[src/rtl/tty_tx_if.sv]
// Console teleprinter IOT bus: CPU-side controls and device status/serial lines.
// Bit order of instruction/ac is PDP-8 style [0:11] (bit 0 is the MSB).
interface tty_tx_if;
    logic [4:0]  state;
    logic [0:11] instruction;
    logic [0:11] ac;
    logic        UF;
    logic        tx;
    logic        skip;
    logic        irq;
    logic        flag;
    logic        tx_busy;

    modport master (
        output state, instruction, ac, UF,
        input  tx, skip, irq, flag, tx_busy
    );

    modport slave (
        input  state, instruction, ac, UF,
        output tx, skip, irq, flag, tx_busy
    );
endinterface

[src/rtl/tty_tx.sv]
// Teleprinter output (IOT 604x, KIE 6035): async serialiser, printer flag, skip/irq.
// Optional TTY_MARK_PARITY_EN forces the 8th data bit (ac[4]) to mark.
module tty_tx #(
    parameter int         CLKS_PER_BIT = 104,
    parameter int         STOP_BITS    = 1,
    parameter logic [4:0] F3           = 5'd3
) (
    input  logic     clk,
    input  logic     reset,
    input  logic     clear,
    tty_tx_if.slave  bus
);

    localparam int BW = $clog2(STOP_BITS * CLKS_PER_BIT) + 1;
    localparam logic [BW-1:0] BIT_END  = BW'(CLKS_PER_BIT - 1);
    localparam logic [BW-1:0] STOP_END = BW'(STOP_BITS * CLKS_PER_BIT - 1);

    typedef enum logic [1:0] {IDLE, START, DATA, STOP} fsm_t;

    fsm_t          fsm;
    logic [BW-1:0] baud;
    logic [2:0]    bit_cnt;
    logic [7:0]    shift;
    logic [7:0]    hold;
    logic          hold_full;
    logic          ie;
    logic          flag_q;
    logic          tx_q;

    logic [7:0] char_in;
    logic       iot;
    logic       kie;
    logic       tfl, tsf, tcf, tpc, tsk, tls;
    logic       load;
    logic       stop_end;
    logic       load_direct;
    logic       unused_ac;

    assign iot = (bus.state == F3) && !bus.UF
               && (bus.instruction[0:8] == 9'o604);
    assign kie = (bus.state == F3) && !bus.UF
               && (bus.instruction == 12'o6035);

    assign tfl = iot && (bus.instruction[9:11] == 3'o0);
    assign tsf = iot && (bus.instruction[9:11] == 3'o1);
    assign tcf = iot && (bus.instruction[9:11] == 3'o2);
    assign tpc = iot && (bus.instruction[9:11] == 3'o4);
    assign tsk = iot && (bus.instruction[9:11] == 3'o5);
    assign tls = iot && (bus.instruction[9:11] == 3'o6);

`ifdef TTY_MARK_PARITY_EN
    assign char_in   = {1'b1, bus.ac[5:11]};
    assign unused_ac = ^bus.ac[0:4];
`else
    assign char_in   = bus.ac[4:11];
    assign unused_ac = ^bus.ac[0:3];
`endif

    assign load     = tpc || tls;
    assign stop_end = (fsm == STOP) && (baud == STOP_END);
    // A load skips the holding register only when nothing is queued ahead of it.
    assign load_direct = load && !hold_full && ((fsm == IDLE) || stop_end);

    assign bus.skip    = (tsf && flag_q) || (tsk && flag_q && ie);
    assign bus.irq     = flag_q && ie;
    assign bus.flag    = flag_q;
    assign bus.tx      = tx_q;
    assign bus.tx_busy = (fsm != IDLE) || hold_full;

    always_ff @(posedge clk) begin
        if (reset || clear) begin
            fsm       <= IDLE;
            tx_q      <= 1'b1;
            flag_q    <= 1'b0;
            ie        <= 1'b1;
            hold_full <= 1'b0;
            hold      <= 8'd0;
            shift     <= 8'd0;
            baud      <= '0;
            bit_cnt   <= 3'd0;
        end else begin
            if (kie) ie <= bus.ac[11];
            if (stop_end || tfl) flag_q <= 1'b1;
            if (tcf || tls) flag_q <= 1'b0;

            unique case (fsm)
                IDLE: begin
                    tx_q <= 1'b1;
                    baud <= '0;
                    if (load_direct) begin
                        shift <= char_in;
                        fsm   <= START;
                        tx_q  <= 1'b0;
                    end else if (hold_full) begin
                        shift     <= hold;
                        hold_full <= 1'b0;
                        fsm       <= START;
                        tx_q      <= 1'b0;
                    end
                end
                START: begin
                    if (baud == BIT_END) begin
                        baud    <= '0;
                        bit_cnt <= 3'd0;
                        fsm     <= DATA;
                        tx_q    <= shift[0];
                    end else begin
                        baud <= baud + 1'b1;
                    end
                end
                DATA: begin
                    if (baud == BIT_END) begin
                        baud <= '0;
                        if (bit_cnt == 3'd7) begin
                            fsm  <= STOP;
                            tx_q <= 1'b1;
                        end else begin
                            bit_cnt <= bit_cnt + 3'd1;
                            shift   <= {1'b0, shift[7:1]};
                            tx_q    <= shift[1];
                        end
                    end else begin
                        baud <= baud + 1'b1;
                    end
                end
                STOP: begin
                    if (stop_end) begin
                        baud <= '0;
                        if (hold_full) begin
                            shift     <= hold;
                            hold_full <= 1'b0;
                            fsm       <= START;
                            tx_q      <= 1'b0;
                        end else if (load_direct) begin
                            shift <= char_in;
                            fsm   <= START;
                            tx_q  <= 1'b0;
                        end else begin
                            fsm  <= IDLE;
                            tx_q <= 1'b1;
                        end
                    end else begin
                        baud <= baud + 1'b1;
                    end
                end
                default: fsm <= IDLE;
            endcase

            // Placed after the FSM so a queued load re-arms hold_full.
            if (load && !load_direct) begin
                hold      <= char_in;
                hold_full <= 1'b1;
            end
        end
    end

endmodule

[src/flat_wrapper.sv]
// flat-port wrapper written by rule: the top's interface ports become plain ports
module tty_tx_flat 
#(
    parameter int         CLKS_PER_BIT = 104,
    parameter int         STOP_BITS    = 1,
    parameter logic [4:0] F3           = 5'd3
)
  (clk, reset, clear, bus_state, bus_instruction, bus_ac, bus_UF, bus_tx, bus_skip, bus_irq, bus_flag, bus_tx_busy);
  tty_tx_if bus_i ();
  input  logic clk;
  input  logic reset;
  input  logic clear;
  input wire logic [$bits(bus_i.state)-1:0] bus_state;
  input wire logic [$bits(bus_i.instruction)-1:0] bus_instruction;
  input wire logic [$bits(bus_i.ac)-1:0] bus_ac;
  input wire logic [$bits(bus_i.UF)-1:0] bus_UF;
  output wire logic [$bits(bus_i.tx)-1:0] bus_tx;
  output wire logic [$bits(bus_i.skip)-1:0] bus_skip;
  output wire logic [$bits(bus_i.irq)-1:0] bus_irq;
  output wire logic [$bits(bus_i.flag)-1:0] bus_flag;
  output wire logic [$bits(bus_i.tx_busy)-1:0] bus_tx_busy;
  assign bus_i.state = bus_state;
  assign bus_i.instruction = bus_instruction;
  assign bus_i.ac = bus_ac;
  assign bus_i.UF = bus_UF;
  assign bus_tx = bus_i.tx;
  assign bus_skip = bus_i.skip;
  assign bus_irq = bus_i.irq;
  assign bus_flag = bus_i.flag;
  assign bus_tx_busy = bus_i.tx_busy;
  tty_tx #(.CLKS_PER_BIT(CLKS_PER_BIT), .STOP_BITS(STOP_BITS), .F3(F3)) u_core (.clk(clk), .reset(reset), .clear(clear), .bus(bus_i));
endmodule
[config.mk]
export PLATFORM = sky130hd
export DESIGN_NAME = tty_tx_flat
export DESIGN_NICKNAME = d
export VERILOG_FILES = /design/src/rtl/tty_tx_if.sv /design/src/rtl/tty_tx.sv /design/src/flat_wrapper.sv
export SDC_FILE = /design/constraint.sdc
export NUM_CORES = 1
export LEC_CHECK = 0
export BUFFER_PORTS_ARGS = -buffer_cell sky130_fd_sc_hd__buf_2
export CAP_MARGIN = 20
export CELL_PAD_IN_SITES_DETAIL_PLACEMENT = 0
export CELL_PAD_IN_SITES_GLOBAL_PLACEMENT = 1
export CORE_MARGIN = 2
export CORE_UTILIZATION = 41
export DETAILED_ROUTE_END_ITERATION = 6
export PLACE_DENSITY = 0.81
export SLEW_MARGIN = 20
export SYNTH_ARGS = -nofsm -noshare
export SYNTH_HDL_FRONTEND = slang
export SYNTH_SLANG_ARGS = --single-unit
[constraint.sdc]
create_clock -name clk -period 2.45 [get_ports clk]
set_input_delay 0.245 -clock clk [delete_from_list [all_inputs] [get_ports clk]]
set_output_delay 0.245 -clock clk [all_outputs]
set_load 0.005 [all_outputs]
## Yosys cells after proc, flatten, opt, wreduce, memory -nomap -nowiden

Index checks and enable logic that the tools add are counted.

| word-level totals | value |
|---|---|
| flip-flop bits (word level) | 33 |
| latch bits | 0 |
| memory bits (writable) | 0 |
| memory bits (read-only) | 0 |
| input bits | 33 |
| output and inout port bits | 5 |
| logic and storage cells | 110 |
| memories kept | 0 |

| operators by class | value |
|---|---|
| add/subtract/negate cells | 2 |
| $mul | 0 |
| divide/modulo/power cells | 0 |
| order comparisons | 0 |
| equality and inequality tests | 22 |
| shift-type cells | 0 |
| muxes and demuxes | 37 |
| bitwise gates (word level) | 0 |
| reductions and logical operators | 40 |

Operators by type and width:

| cell | number |
|---|---|
| $mux 8 | 9 |
| $pmux 8 s3 | 2 |
| $logic_and 1x1->1 | 17 |
| $mux 2 | 7 |
| $eq 12x12->1 const B | 1 |
| $eq 3x3->1 const B | 4 |
| $mux 1 | 12 |
| $eq 9x9->1 const B | 1 |
| $mux 3 | 3 |
| $add 8x1->8 const B | 1 |
| $eq 8x7->1 const B | 1 |
| $ne 2x1->1 const B | 4 |
| $pmux 2 s4 | 1 |
| $logic_or 1x1->1 | 7 |
| $ne 3x1->1 const B | 2 |
| $pmux 3 s2 | 1 |
| $reduce_and 3->1 | 2 |
| $reduce_and 6->1 | 1 |
| $reduce_bool 3->1 | 2 |
| $eq 5x2->1 const B | 1 |
| $reduce_and 5->1 | 1 |
| $eq 2x2->1 const B | 2 |
| $pmux 1 s4 | 1 |
| $reduce_and 4->1 | 1 |
| other kinds (13) | 17 |

## Depth between registers and ports, before layout

Gate-level depths: netlist of the first run.

| depth | value |
|---|---|
| depth in word-level cells | 11 |
| depth in mapped cells | 9 |
| depth with buffers taken out | 7 |

## Least setup slack after synthesis of the first run

No wires, ideal clock.

| timing | value |
|---|---|
| path kind | register to register |
| start point | register u_core.fsm[0] |
| end point | register u_core.shift[0] |
| library setup time | 0.091 ns |
| data arrival time | 2.123 ns |
| required time | 2.359 ns |
| path slack | 0.237 ns |
| stages on the path, launching flop included | 8 |
| path buffers | 1 |
| clock period less this slack | 2.213 ns |
| path through | dfxtp_1 -> ha_1 -> buf_2 -> nand2b_4 -> o41ai_2 -> nor3b_4 -> mux2_2 -> a311oi_1 |

| on the way | value |
|---|---|
| longest elaborated chain between the ends | 6 |
| elaborated cells between the ends (all ways) | 15 |
| classes of those cells | eq/ne: 7; mux: 2; reduce/logical: 6 |

RTL lines:

| item | RTL line | RTL |
|---|---|---|
| start, declared | tty_tx.sv:20 | `fsm_t fsm;` |
| start signal, assigned | tty_tx.sv:72 | `fsm <= IDLE;` |
| start signal, assigned | tty_tx.sv:92 | `fsm <= START;` |
| start signal, assigned | tty_tx.sv:97 | `fsm <= START;` |
| $eq 2x2->1 | tty_tx.sv:60, tty_tx.sv:86 |  |
| $logic_and 1x1->1 | tty_tx.sv:60 | `assign stop_end = (fsm == STOP) && (baud == STOP_END);` |
| $logic_or 1x1->1 | tty_tx.sv:62 | `assign load_direct = load && !hold_full && ((fsm == IDLE) \|\| stop_end);` |
| $logic_and 1x1->1 | tty_tx.sv:62 |  |
| $ne 3x1->1 (no source line) or $mux 8 (tied branches) | n/a |  |
| $reduce_and 6->1 (no source line) or $pmux 8 s3 (tied branches) | n/a |  |
| end signal, assigned | tty_tx.sv:91 | `shift <= char_in;` |
| end signal, assigned | tty_tx.sv:95 | `shift <= hold;` |
| end signal, assigned | tty_tx.sv:119 | `shift <= {1'b0, shift[7:1]};` |
| end, declared | tty_tx.sv:23 | `logic [7:0] shift;` |

Several ways; a longest one is shown, not always the timed one.
A chain may end at the register's enable or synchronous reset.

## Final worst setup path of the first run

| timing | value |
|---|---|
| start point | register u_core.fsm[0] |
| end point | register u_core.shift[4] |

The elaborated chain is that of the path after synthesis.

==> impl_results.rst, run 1 <==
.. list-table::
   :header-rows: 1

   * - Metric
     - Value
   * - Setup repair after global routing missed its margin
     - no
   * - Setup violation total in the final timing report
     - 0
   * - Die ar.
     - 5510 um^2
   * - Worst Hold Class
     - in -> reg
   * - Port Buf Inserts
     - 33
   * - Worst voltage drop across the vdd grid
     - 0.240 mV
   * - Worst reg2reg path depth
     - 7
   * - Number of max-slew violations in the final report
     - 0
   * - Leakage Power
     - 0.000857 uW
   * - Post-synthesis average cell area
     - 8.42 um^2
   * - Initial antenna violation count
     - 0
   * - Overall routed net length
     - 4630 um
   * - Number of cells upsized or downsized after cts
     - 0
   * - Number of hold buffers added after CTS
     - 0
   * - Antenna Violating Nets Remaining
     - 0
   * - Actual slew at the worst max-slew pin
     - 0.625 ns
   * - Area fraction in and, or, nand and nor cells after synthesis
     - 24.6%
   * - Adder-cell share of the synthesized area
     - 4.95%
   * - Cell depth of the worst min-delay path
     - 3
   * - Area share of xor/xnor cells in the synthesized design
     - roughly 2.6%
   * - Vertical die dimension
     - 74.2 um
   * - Final setup TNS
     - 0 ns
   * - Worst min-delay path endpoint
     - u_core.hold[6]
   * - Cell type with the largest total area after synthesis
     - sky130_fd_sc_hd__dfxtp_1
   * - Starting Density
     - 42.5%
   * - Average wire per cell in the routed design
     - ~13 um
   * - Register bit total from synthesis
     - 33
   * - Vias after detailed routing
     - around 1,800
   * - Power density cells
     - around 430 nW/um^2
   * - Startpoint-to-endpoint class of the critical path
     - reg -> reg
   * - Most common cell in the synthesized netlist
     - sky130_fd_sc_hd__dfxtp_1
   * - Run status
     - finished, final reports clean
   * - Final Skew
     - 0.00643 ns
   * - Wire length of the first global-routing pass
     - just over 8000 um
   * - Synthesized area
     - 2020 um^2
   * - Clock tree from TritonCTS
     - done
   * - Synthesis warning total
     - 0
   * - Final period util
     - 93.4%
   * - Floorplan row count
     - 25
   * - Most instantiated cells after synthesis
     - 33 x sky130_fd_sc_hd__dfxtp_1, 31 x sky130_fd_sc_hd__nand2_1, 24 x sky130_fd_sc_hd__nor2_1, 17 x sky130_fd_sc_hd__a21oi_1, 15 x sky130_fd_sc_hd__mux2_2
   * - Total half-perimeter wirelength after legalization and detailed placement
     - 3380 um
   * - Hold slack
     - 0.229 ns
   * - # DRC
     - 0
   * - Skew-Pair Late Insertion Delay
     - roughly 0.28 ns
   * - FF-to-FF Start
     - u_core.fsm[0]
   * - Maximum fanout count along the critical path
     - 8
   * - Proportion of netlist area held by the largest area contributor
     - 32.7%
   * - Top achievable clock speed
     - roughly 0.44 GHz
   * - Drt first pass iters
     - 5
   * - Maximum number of pins on one net before global-route repair
     - 17
   * - Max_slew headroom
     - approximately three fifths
   * - Number of hold violations in the final report
     - 0
   * - Routability cong.
     - 0.771
   * - Overall Global Routing Usage
     - 19.2%
   * - Worst-case register-to-register setup slack
     - 0.16 ns
   * - Clock-pin slew on the worst setup and hold paths
     - 0.07 ns
   * - Area growth, synth to finish
     - 18.0%
   * - Leading register cell type out of synthesis
     - sky130_fd_sc_hd__dfxtp_1
   * - Minimum clock period after layout
     - 2.29 ns
   * - Startpoint type of the worst setup path
     - register
   * - ANT cells
     - 0
   * - Ys async rst share
     - 0%
   * - Htree depth
     - 2
   * - Clock root buffer
     - sky130_fd_sc_hd__clkbuf_8
   * - Worst endpoint required time
     - 2.64 ns
   * - Die extent in x
     - between 70 and 80 um
   * - Seq/Total Area, Yosys
     - 32.7%
   * - Type of element capturing the critical path
     - register
   * - Hold Crit Start
     - bus_ac[6]
   * - Ratio of cells with drive above 1 in the final layout
     - 25.9%
   * - GRT overflow
     - 0
   * - Mux share of post-synthesis cell area
     - about an eighth
   * - Clock buffers created by TritonCTS
     - 5
   * - Endpoint arrival time on the critical path
     - 2.48 ns
   * - Synth area leaders
     - sky130_fd_sc_hd__dfxtp_1 33%, sky130_fd_sc_hd__mux2_2 8.4%, sky130_fd_sc_hd__nand2_1 5.8%
   * - Syn nets
     - roughly 280
   * - Initial DRC count
     - 102
   * - Number of synthesized flops with an enable pin
     - 0
   * - Total number of nets in the final design
     - between 300 and 400
   * - Ports
     - 38
   * - Core Footprint
     - around 4800 um^2
   * - Number of buffers inserted by post-CTS setup repair
     - 0
   * - Vias per std cell
     - 5.35
   * - Max-cap violation count
     - 0
   * - Post-synthesis compound-gate area fraction
     - 18.1%
   * - Max clock buf depth
     - 2
   * - Count of distinct cell types in the synthesized netlist
     - 47
   * - Largest family of logic cells by synthesized area
     - simple AND/OR/NAND/NOR gates
   * - Sinks on Clock Net
     - 33
   * - Reg-to-reg critical path endpoint
     - u_core.shift[4]
   * - Via count of the first global-routing pass
     - 1,704
   * - Post-synthesis cell count
     - 240
## registers in the layout, indices dropped and copies added (netlist names)
| register | count |
|---|---|
| u_core.baud | 8 |
| u_core.hold | 8 |
| u_core.shift | 8 |
| u_core.bit_cnt | 3 |
| u_core.fsm | 2 |
| u_core.bus.flag | 1 |
| u_core.bus.tx | 1 |
| u_core.hold_full | 1 |
| u_core.ie | 1 |
## layer usage
layer	track usage, %	vias to the layer above	part of all wire (%)
met2	29.1	44	46
li1	-	948	-
met3	5.56	6	4.9
met4	6.35	0	1.1
met1	26.4	849	48
met5	0	-	0
## cells by family after synthesis
| kind of cell | count (synthesis) |
|---|---|
| AO/OA/AOI/OAI | 54 |
| XOR/XNOR | 6 |
| buffers and inverters | 19 |
| adder cells (fa/ha/maj) | 8 |
| flip-flops | 33 |
| multiplexers | 25 |
| AND/OR/NAND/NOR | 95 |
## worst max-delay path by stage
stage	startpoint	endpoint	slack, ns
5_1_grt	u_core.baud[0]	u_core.shift[5]	0.03
4_1_cts	u_core.fsm[0]	u_core.shift[4]	0.16
2_1_floorplan	u_core.fsm[0]	u_core.shift[0]	0.24
6_report	u_core.fsm[0]	u_core.shift[4]	0.16
3_3_place_gp	u_core.fsm[0]	u_core.shift[0]	0.22
3_5_place_dp	u_core.fsm[0]	u_core.shift[6]	0.17
## placed cells by master, fill, tap and decap left out, types with 2 or more instances in the layout
cell type	n
sky130_fd_sc_hd__a21o_1	3
sky130_fd_sc_hd__a21oi_1	17
sky130_fd_sc_hd__a22oi_1	8
sky130_fd_sc_hd__a311oi_1	7
sky130_fd_sc_hd__a31oi_1	4
sky130_fd_sc_hd__and2_1	2
sky130_fd_sc_hd__and3_1	2
sky130_fd_sc_hd__buf_2	33
sky130_fd_sc_hd__buf_4	11
sky130_fd_sc_hd__clkbuf_8	6
sky130_fd_sc_hd__dfxtp_1	33
sky130_fd_sc_hd__ha_1	8
sky130_fd_sc_hd__inv_1	6
sky130_fd_sc_hd__mux2_2	15
sky130_fd_sc_hd__mux2i_1	10
sky130_fd_sc_hd__nand2_1	31
sky130_fd_sc_hd__nand3_1	10
sky130_fd_sc_hd__nor2_1	24
sky130_fd_sc_hd__nor3_1	2
sky130_fd_sc_hd__nor4_1	3
sky130_fd_sc_hd__nor4b_1	6
sky130_fd_sc_hd__o2111ai_1	2
sky130_fd_sc_hd__o21ai_0	6
sky130_fd_sc_hd__xnor2_1	4
sky130_fd_sc_hd__xor2_1	2
## through the flow
stage	utilization, %	area, um^2	instances	setup WS [ns]	total power, uW
2_1_floorplan	-	2020	240	0.237	572
3_3_place_gp	48.4	2300	338	0.224	608
3_5_place_dp	48.4	2300	338	0.171	609
4_1_cts	50.2	2390	345	0.156	1030
5_1_grt	50.2	2390	345	0.0265	1060
6_report	50.2	2390	345	0.162	1020
## worst max-delay path, cell delays in order (launching register included)
cell                       delay [ns]
sky130_fd_sc_hd__dfxtp_1         0.44
sky130_fd_sc_hd__ha_1            0.25
sky130_fd_sc_hd__nand2b_4        0.07
sky130_fd_sc_hd__o41ai_2         0.40
sky130_fd_sc_hd__nor3b_4         0.24
sky130_fd_sc_hd__buf_4           0.20
sky130_fd_sc_hd__mux2_2          0.35
sky130_fd_sc_hd__a311oi_1        0.24
## power by group
part	leakage, uW	internal (uW)	switching, uW	total [uW]
Clock	0.0000443	223	198	421
Combinational	0.000547	29.5	31.0	60.5
Sequential	0.000266	536	0.00107	536
## layout make-up
type / instances / area, um^2
Fill cell: 485 / 2370
Timing Repair Buffer: 44 / 248
Inverter: 6 / 22.5
Clock buffer: 7 / 86.3
Tap cell: 67 / 83.8
Multi-Input combinational cell: 188 / 1280
Sequential cell: 33 / 661
(Power assumes the default switching activity.)
==> run 2, diff against run 1 <==
MAX_ROUTING_LAYER = met4   (was not set)
clock period = 2.3 ns   (was 2.45 ns; I/O delays follow)
==> run 2 against run 1 <==
Compared with the run above: wire length up 1.1%; die area did not move; total power is 18% higher; worst setup slack got worse by 0.013 ns.
==> impl_results.rst, run 2 (synthesized netlist as in run 1, its figures left out) <==
.. list-table::
   :header-rows: 1

   * - Metric
     - Value
   * - Run status
     - finished, final reports clean
   * - Startpoint type of the worst setup path
     - register
   * - Antenna Violating Nets Remaining
     - 0
   * - Overall Global Routing Usage
     - 18.9%
   * - Overall routed net length
     - 4680 um
   * - Worst endpoint required time
     - 2.49 ns
   * - Drt first pass iters
     - 4
   * - Average wire per cell in the routed design
     - 13.3 um
   * - Port Buf Inserts
     - 33
   * - Initial antenna violation count
     - 0
   * - Actual slew at the worst max-slew pin
     - 0.713 ns
   * - Vias after detailed routing
     - 1,850
   * - Worst-case register-to-register setup slack
     - ~0.15 ns
   * - Initial DRC count
     - 55
   * - Max-cap violation count
     - 0
   * - Clock tree from TritonCTS
     - done
   * - Registers with the most flip-flops
     - u_core.baud: 8 flops, u_core.hold: 8 flops, u_core.shift: 8 flops
   * - Post-route non-filler standard cell count
     - 353
   * - Setup repair after global routing missed its margin
     - no
   * - Die extent in x
     - 74.2 um
   * - Maximum number of pins on one net before global-route repair
     - 17
   * - Final setup TNS
     - 0 ns
   * - Core Footprint
     - around 4800 um^2
   * - Design internal power
     - ~960 uW
   * - Routability cong.
     - about 0.74
   * - Endpoint arrival time on the critical path
     - 2.34 ns
   * - Clock root buffer
     - sky130_fd_sc_hd__clkbuf_8
   * - Number of hold buffers added after CTS
     - 0
   * - Sinks on Clock Net
     - 33
   * - Maximum fanout count along the critical path
     - 8
   * - Final period util
     - 93.5%
   * - Worst Hold Class
     - in -> reg
   * - Wire length of the first global-routing pass
     - 7810 um
   * - Commonest cells after routing, fill and taps aside
     - 33 x sky130_fd_sc_hd__buf_2, 32 x sky130_fd_sc_hd__dfxtp_1, 31 x sky130_fd_sc_hd__nand2_1, 24 x sky130_fd_sc_hd__nor2_1
   * - Setup violation total in the final timing report
     - 0
   * - Switching Fraction
     - 20.6%
   * - Type of element capturing the critical path
     - register
   * - Startpoint-to-endpoint class of the critical path
     - reg -> reg
   * - Relative contribution of the clock network to total power
     - 47.2%
   * - Commonest non-fill, non-tap cell in the layout
     - sky130_fd_sc_hd__buf_2
   * - Worst voltage drop across the vdd grid
     - ~0.29 mV
   * - Number of cells after detailed placement
     - 344
   * - Ports
     - 38
   * - Starting Density
     - 42.5%
   * - Htree depth
     - 2
   * - Total number of nets in the final design
     - 326
   * - Number of hold violations in the final report
     - 0
   * - Minimum clock period after layout
     - 2.15 ns
   * - GRT overflow
     - 0
   * - Count of filler cells inserted in the layout
     - around 470
   * - Max clock buf depth
     - 2
   * - ANT cells
     - 0
   * - Max_slew headroom
     - between 50% and 60%
   * - Clock-pin slew on the worst setup and hold paths
     - around 0.070 ns
   * - Skew-Pair Late Insertion Delay
     - 0.29 ns
   * - Vertical die dimension
     - between 70 and 80 um
   * - Area growth, synth to finish
     - 24.6%
   * - # DRC
     - 0
   * - Final Skew
     - 0.00232 ns
   * - Power density cells
     - 478 nW/um^2
   * - Die ar.
     - 5510 um^2
   * - Total half-perimeter wirelength after legalization and detailed placement
     - 3460 um
   * - Register share of total power
     - 47.5%
   * - Clock buffers created by TritonCTS
     - 5
   * - Vias per std cell
     - 5.24
   * - Number of max-slew violations in the final report
     - 0
   * - Relative contribution of combinational cells to total power
     - 5.4%
   * - Via count of the first global-routing pass
     - 1,682
   * - Leakage Power
     - just over 0.0009 uW
   * - Final Worst Setup Slack
     - roughly 0.15 ns
   * - Net switching power
     - 248 uW
   * - Floorplan row count
     - 25
   * - Ratio of cells with drive above 1 in the final layout
     - 29.7%
   * - Worst slack after detailed placement
     - 0.112 ns
   * - Top achievable clock speed
     - 0.465 GHz
==> run 2: layout make-up <==
class	instances	area, um^2	area share [%]
flip-flops and latches	33	662	26.3
well taps	67	83.8	3.33
clock buffers	7	86.3	3.43
repair buffers	51	313	12.4
multi-input cells	188	1320	52.5
inverters	6	22.5	0.894
clock inverters	1	30.0	1.19
==> run 2: critical path, cell delays in order, from the launching register on <==
cell and delay, ns:
sky130_fd_sc_hd__dfxtp_1 0.35, sky130_fd_sc_hd__ha_1 0.17, sky130_fd_sc_hd__nand4_1 0.18, sky130_fd_sc_hd__o41ai_4 0.35, sky130_fd_sc_hd__nor3b_4 0.27, sky130_fd_sc_hd__buf_12 0.16, sky130_fd_sc_hd__mux2_2 0.33, sky130_fd_sc_hd__a311oi_1 0.25
==> run 2: routing by layer <==
layer  wire length, um  GRT usage (%)  vias up
met5                 0              -        -
met4                61           5.95        0
met3               181           4.74        6
met2              2100           28.2       27
met1              2340           25.3      850
li1                  -              -      967
==> run 2: through the flow <==
| stage | hold WS [ns] | util (%) | power [uW] | cell area, um^2 |
|---|---|---|---|---|
| 6_report | 0.204 | 53.0 | 1200 | 2520 |
| 5_1_grt | 0.218 | 53.0 | 1250 | 2520 |
| 4_1_cts | 0.204 | 52.0 | 1220 | 2470 |
| 3_5_place_dp | 0.450 | 49.6 | 648 | 2360 |
| 3_3_place_gp | 0.440 | 49.6 | 647 | 2360 |
| 2_1_floorplan | 0.358 | - | 609 | 2020 |
==> run 2: timing repair <==
action                     in CTS  in global routing
gates resized for setup         0                  6
setup endpoints to repair       0                  4
buffers inserted                0                  1
==> run 2: power by group through the flow <==
stage / clock, uW / sequential (uW) / combinational [uW]
final: 568 / 571 / 64.9
after global routing: 606 / 571 / 71.3
after CTS: 581 / 571 / 64.2
after detailed placement: 0 / 584 / 64.0
after global placement: 0 / 584 / 63.2
after floorplan: 0 / 584 / 25.2
==> run 2: path summary, 6_finish.rpt <==
check,from,end,depth (start not counted)
worst max-delay path,u_core.baud[1],u_core.shift[0],7
worst min-delay path,bus_ac[5],u_core.hold[5],3
worst max register to register,u_core.baud[1],u_core.shift[0],7
worst min register to register,u_core.baud[0],u_core.baud[0],1
